File: src/rtl/div_unit_if.sv
// Request/response bundle between EX and the iterative divider.
// Master drives operands and controls; slave returns {rem, quo}.
interface div_unit_if #(
  parameter int WIDTH = 32
);
  logic               signed_div_i;
  logic [WIDTH-1:0]   opdata1_i;
  logic [WIDTH-1:0]   opdata2_i;
  logic               start_i;
  logic               annul_i;
  logic [2*WIDTH-1:0] result_o;
  logic               ready_o;

  modport master (
    output signed_div_i,
    output opdata1_i,
    output opdata2_i,
    output start_i,
    output annul_i,
    input  result_o,
    input  ready_o
  );

  modport slave (
    input  signed_div_i,
    input  opdata1_i,
    input  opdata2_i,
    input  start_i,
    input  annul_i,
    output result_o,
    output ready_o
  );
endinterface

File: src/rtl/div_unit.sv
// Radix-2 restoring divider for DIV/DIVU; one quotient bit per clock.
// Result packs remainder in hi and quotient in lo.
module div_unit #(
  parameter int WIDTH = 32
) (
  input  logic      clk,
  input  logic      rst,
  div_unit_if.slave bus
);
  localparam int CW = $clog2(WIDTH + 1);
  localparam logic [CW-1:0] LAST = CW'(WIDTH - 1);

  typedef enum logic [1:0] {
    FREE   = 2'd0,
    BYZERO = 2'd1,
    ON     = 2'd2,
    END    = 2'd3
  } state_e;

  state_e             state_q, state_d;
  logic [CW-1:0]      cnt_q, cnt_d;
  logic [WIDTH-1:0]   rem_q, rem_d;
  logic [WIDTH-1:0]   dvd_q, dvd_d;
  logic [WIDTH-1:0]   dvs_q, dvs_d;
  logic               sgn_q, sgn_d;
  logic               n1_q, n1_d;
  logic               n2_q, n2_d;
  logic [2*WIDTH-1:0] result_q, result_d;
  logic               ready_q, ready_d;

  logic [WIDTH:0]     shifted, diff;
  logic               ge;
  logic [WIDTH-1:0]   rem_step, quo_step;
  logic [WIDTH-1:0]   rem_fin, quo_fin;
  logic               neg1, neg2;

  // Datapath is WIDTH+1 wide so a 2^(WIDTH-1) magnitude never overflows.
  always_comb begin
    shifted  = {rem_q, dvd_q[WIDTH-1]};
    diff     = shifted - {1'b0, dvs_q};
    ge       = shifted >= {1'b0, dvs_q};
    rem_step = WIDTH'(ge ? diff : shifted);
    quo_step = {dvd_q[WIDTH-2:0], ge};
    quo_fin  = (sgn_q && (n1_q != n2_q)) ? -quo_step : quo_step;
    rem_fin  = (sgn_q && n1_q) ? -rem_step : rem_step;
    neg1     = bus.signed_div_i & bus.opdata1_i[WIDTH-1];
    neg2     = bus.signed_div_i & bus.opdata2_i[WIDTH-1];
  end

  always_comb begin
    state_d  = state_q;
    cnt_d    = cnt_q;
    rem_d    = rem_q;
    dvd_d    = dvd_q;
    dvs_d    = dvs_q;
    sgn_d    = sgn_q;
    n1_d     = n1_q;
    n2_d     = n2_q;
    result_d = result_q;
    ready_d  = ready_q;
    unique case (state_q)
      FREE: begin
        ready_d  = 1'b0;
        result_d = '0;
        if (bus.start_i && !bus.annul_i) begin
          if (bus.opdata2_i == '0) begin
            state_d = BYZERO;
          end else begin
            state_d = ON;
            sgn_d   = bus.signed_div_i;
            n1_d    = neg1;
            n2_d    = neg2;
            dvd_d   = neg1 ? -bus.opdata1_i : bus.opdata1_i;
            dvs_d   = neg2 ? -bus.opdata2_i : bus.opdata2_i;
            rem_d   = '0;
            cnt_d   = '0;
          end
        end
      end
      BYZERO: begin
        if (bus.annul_i) begin
          state_d = FREE;
        end else begin
          state_d  = END;
          result_d = '0;
          ready_d  = 1'b1;
        end
      end
      ON: begin
        if (bus.annul_i) begin
          state_d  = FREE;
          ready_d  = 1'b0;
          result_d = '0;
          rem_d    = '0;
          cnt_d    = '0;
        end else begin
          rem_d = rem_step;
          dvd_d = quo_step;
          cnt_d = cnt_q + 1'b1;
          // Last step loads the signed-corrected result directly.
          if (cnt_q == LAST) begin
            state_d  = END;
            result_d = {rem_fin, quo_fin};
            ready_d  = 1'b1;
          end
        end
      end
      END: begin
        if (!bus.start_i) begin
          state_d  = FREE;
          ready_d  = 1'b0;
          result_d = '0;
        end
      end
      default: state_d = FREE;
    endcase
  end

  always_ff @(posedge clk or negedge rst) begin
    if (!rst) begin
      state_q  <= FREE;
      cnt_q    <= '0;
      rem_q    <= '0;
      dvd_q    <= '0;
      dvs_q    <= '0;
      sgn_q    <= 1'b0;
      n1_q     <= 1'b0;
      n2_q     <= 1'b0;
      result_q <= '0;
      ready_q  <= 1'b0;
    end else begin
      state_q  <= state_d;
      cnt_q    <= cnt_d;
      rem_q    <= rem_d;
      dvd_q    <= dvd_d;
      dvs_q    <= dvs_d;
      sgn_q    <= sgn_d;
      n1_q     <= n1_d;
      n2_q     <= n2_d;
      result_q <= result_d;
      ready_q  <= ready_d;
    end
  end

  assign bus.result_o = result_q;
  assign bus.ready_o  = ready_q;
endmodule

File: src/flat_wrapper.sv
// flat-port wrapper written by rule: the top's interface ports become plain ports
module div_unit_flat 
#(
  parameter int WIDTH = 32
)
  (clk, rst, bus_signed_div_i, bus_opdata1_i, bus_opdata2_i, bus_start_i, bus_annul_i, bus_result_o, bus_ready_o);
  div_unit_if #(.WIDTH(WIDTH)) bus_i ();
  input  logic clk;
  input  logic rst;
  input wire logic [$bits(bus_i.signed_div_i)-1:0] bus_signed_div_i;
  input wire logic [$bits(bus_i.opdata1_i)-1:0] bus_opdata1_i;
  input wire logic [$bits(bus_i.opdata2_i)-1:0] bus_opdata2_i;
  input wire logic [$bits(bus_i.start_i)-1:0] bus_start_i;
  input wire logic [$bits(bus_i.annul_i)-1:0] bus_annul_i;
  output wire logic [$bits(bus_i.result_o)-1:0] bus_result_o;
  output wire logic [$bits(bus_i.ready_o)-1:0] bus_ready_o;
  assign bus_i.signed_div_i = bus_signed_div_i;
  assign bus_i.opdata1_i = bus_opdata1_i;
  assign bus_i.opdata2_i = bus_opdata2_i;
  assign bus_i.start_i = bus_start_i;
  assign bus_i.annul_i = bus_annul_i;
  assign bus_result_o = bus_i.result_o;
  assign bus_ready_o = bus_i.ready_o;
  div_unit #(.WIDTH(WIDTH)) u_core (.clk(clk), .rst(rst), .bus(bus_i));
endmodule
File: config.mk
export PLATFORM = sky130hd
export DESIGN_NAME = div_unit_flat
export DESIGN_NICKNAME = d
export VERILOG_FILES = /design/src/rtl/div_unit_if.sv /design/src/rtl/div_unit.sv /design/src/flat_wrapper.sv
export SDC_FILE = /design/constraint.sdc
export NUM_CORES = 1
export LEC_CHECK = 0
export ABC_AREA = 0
export BUFFER_PORTS_ARGS = -buffer_cell sky130_fd_sc_hd__buf_2
export CAP_MARGIN = 20
export CORE_MARGIN = 2
export CORE_UTILIZATION = 55
export DETAILED_ROUTE_END_ITERATION = 8
export GPL_TIMING_DRIVEN = 0
export PLACE_DENSITY = 0.84
export SLEW_MARGIN = 20
export SYNTH_ARGS = -nofsm -noshare
export SYNTH_HDL_FRONTEND = slang
export SYNTH_SLANG_ARGS = --single-unit
File: constraint.sdc
create_clock -name clk -period 6.1 [get_ports clk]
set_clock_uncertainty 0.2 [all_clocks]
set_input_delay 0.61 -clock clk [delete_from_list [all_inputs] [get_ports clk]]
set_output_delay 0.61 -clock clk [all_outputs]
set_load 0.02 [all_outputs]
==> results by stage <==
Die:
- The area of the core is 0.0220 mm².
- The initialized floorplan defines 54 standard-cell rows.
- 134 I/O pins were placed.
- The die boundary height is around 150 µm.
- The x dimension of the die is 154 µm.
- The initial cell density of the core is a little under three fifths.
- The area of the die is 0.0238 mm².

Timing:
- The share of the clock period used by the worst path is 93.5%.
- The final number of hold-violating endpoints is 0.
- The count of pins over their slew limit is 0.
- The pin slew with the least headroom to its limit is 0.824 ns.
- The final setup TNS is 0 ns.
- Setup repair after global routing left no endpoint under its margin.
- Hold timing on the final database bottoms out at a slack of 0.267 ns.
- The peak clock frequency supported by timing is 175 MHz.
- The final critical delay including setup and external delays is around 5.7 ns.
- The number of endpoints failing setup at the final stage is 0.
- The headroom to the max-slew limit is between 40% and 50%.

Yosys:
- The cell type with the highest aggregate area in the netlist is dfrtp_1.
- The register bit count reported by yosys is 172.
- The share of the Yosys chip area taken by registers is about a third.
- Sorting the synthesized cells by how often they occur yields dfrtp_1 (172), nand2_1 (168), a21oi_1 (132).
- Yosys printed 0 warnings.
- Synthesis handed over a netlist of 1,467 instances.
- Yosys attributes the largest share of cell area to dfrtp_1 (35%), a21oi_1 (5.3%), xnor2_1 (5.2%).
- The share of the synthesized area in the top cell type is about a third.
- For this run, asynchronously set or reset flops after synthesis account for 100%.
- The number of nets in the synthesized netlist is 1,578.
- In the synthesized netlist the dominant register cell turns out to be dfrtp_1.
- Dividing the synthesized area by the synthesized cell count gives roughly 8.4 µm².
- The most frequent cell after synthesis is dfrtp_1.
- Yosys mapped a number of flops with a built-in enable equal to 0.
- In this run the cell area of the synthesized design comes to 0.0124 mm².
- The synthesized netlist contains 83 unique library cells.

CTS:
- The number of H-tree branching levels is 4.
- The CTS buffer count is 17.
- The clock net in this run drives a total of 172 sinks.
- No sink is reached through more buffers than the 2 on the longest clock path.
- Clock tree synthesis selected as its root buffer the cell clkbuf_16.
- At the later pin of the worst-skew pair, clock insertion delay measures 0.44 ns.
- The clock-pin slew reported for the worst setup and hold paths after clock tree synthesis is 0.07 ns.
- TritonCTS built the clock tree.

Drt:
- The length of the first detailed-routing pass in iterations is 5.
- The antenna violation net count after detailed routing is 0.
- The number of remaining DRC errors is 0.
- After detailed routing, the total wire length is 37,000 µm.
- The final routed wire length divided by cell count is between 15 and 20 µm.
- The detailed-route via count is 12,100.
- The iteration-0 DRC count of the detailed router is 983.
- The number of vias per cell after detailed routing is 6.34.

Cells and area:
- In the final layout, the share of cells above drive strength 1 is 14.4%.
- The area of all placed cells without fillers is 0.0141 mm².
- The number of nets in the layout is approximately 1,700.
- Cells fill 64.0% of the core in the end.
- The final antenna diode count is 0.
- The area growth from synthesis to layout is 13.5%.

Global route:
- The number of global-route vias before repair is 11,700.
- Entering global routing, the biggest net connects 75 pins.
- Global routing consumed, over all layers together, 31.2% of the routing resources.
- The number of antenna violations at the first check in global routing came to 0.
- The first-pass GRT wire length is 59,600 µm.
- The total congestion overflow is 0.

Power:
- The power density over the cells is approximately 430 mW/mm².
- In this run the static leakage power is around 6.3 nW.
- IR analysis of the VDD net gives a maximum drop of 248 µV.

Outcome:
- The flow ran to the end, and the final reports show no timing, DRC or antenna violations.

Placement:
- Once placement finished, the instance area stood at between 0.01 and 0.015 mm².
- The congestion estimate from routability-driven global placement came to 0.983.
- The HPWL reported at the end of detailed placement is around 29,000 µm.
- The number of buffers added on ports is 132.

Critical path:
- The startpoint kind of the worst setup timing path is a register.
- The kind of capture point of the worst setup path is a register.
- Data arrives at the worst endpoint at a little under 6 ns.
- The setup path with the least slack is of type register to register.
- At the worst endpoint, the required time is 6.23 ns.
- Along the worst path, the maximum fanout reaches 19.

Hold path:
- In this run the worst hold path is classified as primary input to register.

Run:
- The total of max-cap violations is 0.
routing by layer:
layer,up-vias,wire [µm],GRT usage (%)
met5,-,0,0
met3,127,2380,4.85
met4,0,2030,16.8
li1,5633,-,-
met2,578,17800,52.9
met1,5766,14700,38.5
worst max-delay path, cell delays in order (launching register included):
cell and delay, ns:
dfrtp_1 0.44, ha_1 0.44, a21oi_1 0.30, o21ai_0 0.23, a221oi_2 0.38, a21o_1 0.21, nand3_2 0.10, inv_2 0.16
buf_4 0.27, clkbuf_4 0.28, mux2i_2 0.32, ha_1 0.30, nand2b_1 0.09, or4_1 0.49, nor3_4 0.21, nand4b_1 0.17
o32ai_4 0.24, nand4bb_1 0.23, o31ai_2 0.26, xor2_1 0.09, a22o_1 0.18
through the flow:
stage | power [W] | std cells | setup WS [ns]
3_5_place_dp | 0.00487 | 1881 | -0.132
2_1_floorplan | 0.00394 | 1467 | 0.993
3_3_place_gp | 0.00477 | 1879 | 0.0647
4_1_cts | 0.00594 | 1912 | 0.00191
6_report | 0.00601 | 1910 | 0.394
5_1_grt | 0.00639 | 1910 | 0.0900
cell type report:
class / count / area, µm²
plain buffers: 82 / 390
clock buffers: 18 / 429
clock inverters: 12 / 114
fillers: 1853 / 7900
inverters: 50 / 188
multi-input cells: 1159 / 7540
flip-flops and latches: 172 / 4310
well taps: 280 / 350
repair buffers: 137 / 751
cell families after synthesis:
kind of cell | count (synthesis) | synth area share, %
xor gates and xnor gates | 135 | 9.54
adders and majority gates | 42 | 4.30
and+or+nand+nor | 478 | 18.5
AOI/OAI and AO/OA | 481 | 26.3
DFF | 172 | 34.7
muxes | 23 | 1.89
buffers and inverters | 136 | 4.81
worst paths after layout:
| kind | start | cells past startpoint | slack (ns) | to |
|---|---|---|---|---|
| max in group asynchronous | rst | 3 | 4.57 | u_core.dvd_q[20] |
| min | bus_opdata2_i[31] | 3 | 0.27 | u_core.dvs_q[31] |
| min in group asynchronous | rst | 2 | 0.44 | u_core.rem_q[26] |
| min reg2reg | u_core.dvs_q[23] | 2 | 0.28 | u_core.dvs_q[23] |
| max reg2reg | u_core.rem_q[23] | 20 | 0.39 | u_core.bus.result_o[60] |
| max | u_core.rem_q[23] | 20 | 0.39 | u_core.bus.result_o[60] |
sequential cells by signal, indices dropped and copies added (netlist names):
name / cells
u_core.bus.ready_o: 1
u_core.bus.result_o: 64
u_core.cnt_q: 6
u_core.dvd_q: 32
u_core.dvs_q: 32
u_core.n1_q: 1
u_core.n2_q: 1
u_core.rem_q: 32
u_core.sgn_q: 1
u_core.state_q: 2
layout by cell type (no fill, tap or decap), types with 17 or more instances in the layout:
master | Yosys | routed
a21o_1 | 19 | 19
a21oi_1 | 132 | 132
o31ai_1 | 44 | 43
dfrtp_1 | 172 | 171
o21ai_1 | 33 | 34
inv_1 | 49 | 49
xor2_1 | 62 | 62
nor2_1 | 127 | 127
a22o_1 | 60 | 60
nand4_1 | 24 | 24
mux2i_1 | 20 | 19
xnor2_1 | 73 | 73
nand3_1 | 19 | 19
nor3_1 | 26 | 25
or3_1 | 29 | 29
clkbuf_1 | 54 | 53
nand2_1 | 168 | 168
o21ai_0 | 92 | 91
buf_2 | 14 | 142
ha_1 | 41 | 40
clkbuf_16 | 0 | 17
repair_timing:
action	in CTS	in global routing
gates resized for setup	1	12
endpoints found under the hold margin	37	0
hold buffers	1	0
endpoints found under the setup margin	1	8
buffers inserted	0	2
pin swaps	0	3
power by group:
part | internal [W] | leakage [nW] | switching (W)
Sequential | 0.00148 | 2.26 | 0.000285
Combinational | 0.00109 | 3.75 | 0.00211
Clock | 0.000561 | 0.255 | 0.000485
Total | 0.00313 | 6.27 | 0.00288
No activity file was read; power rests on OpenSTA's default activity.
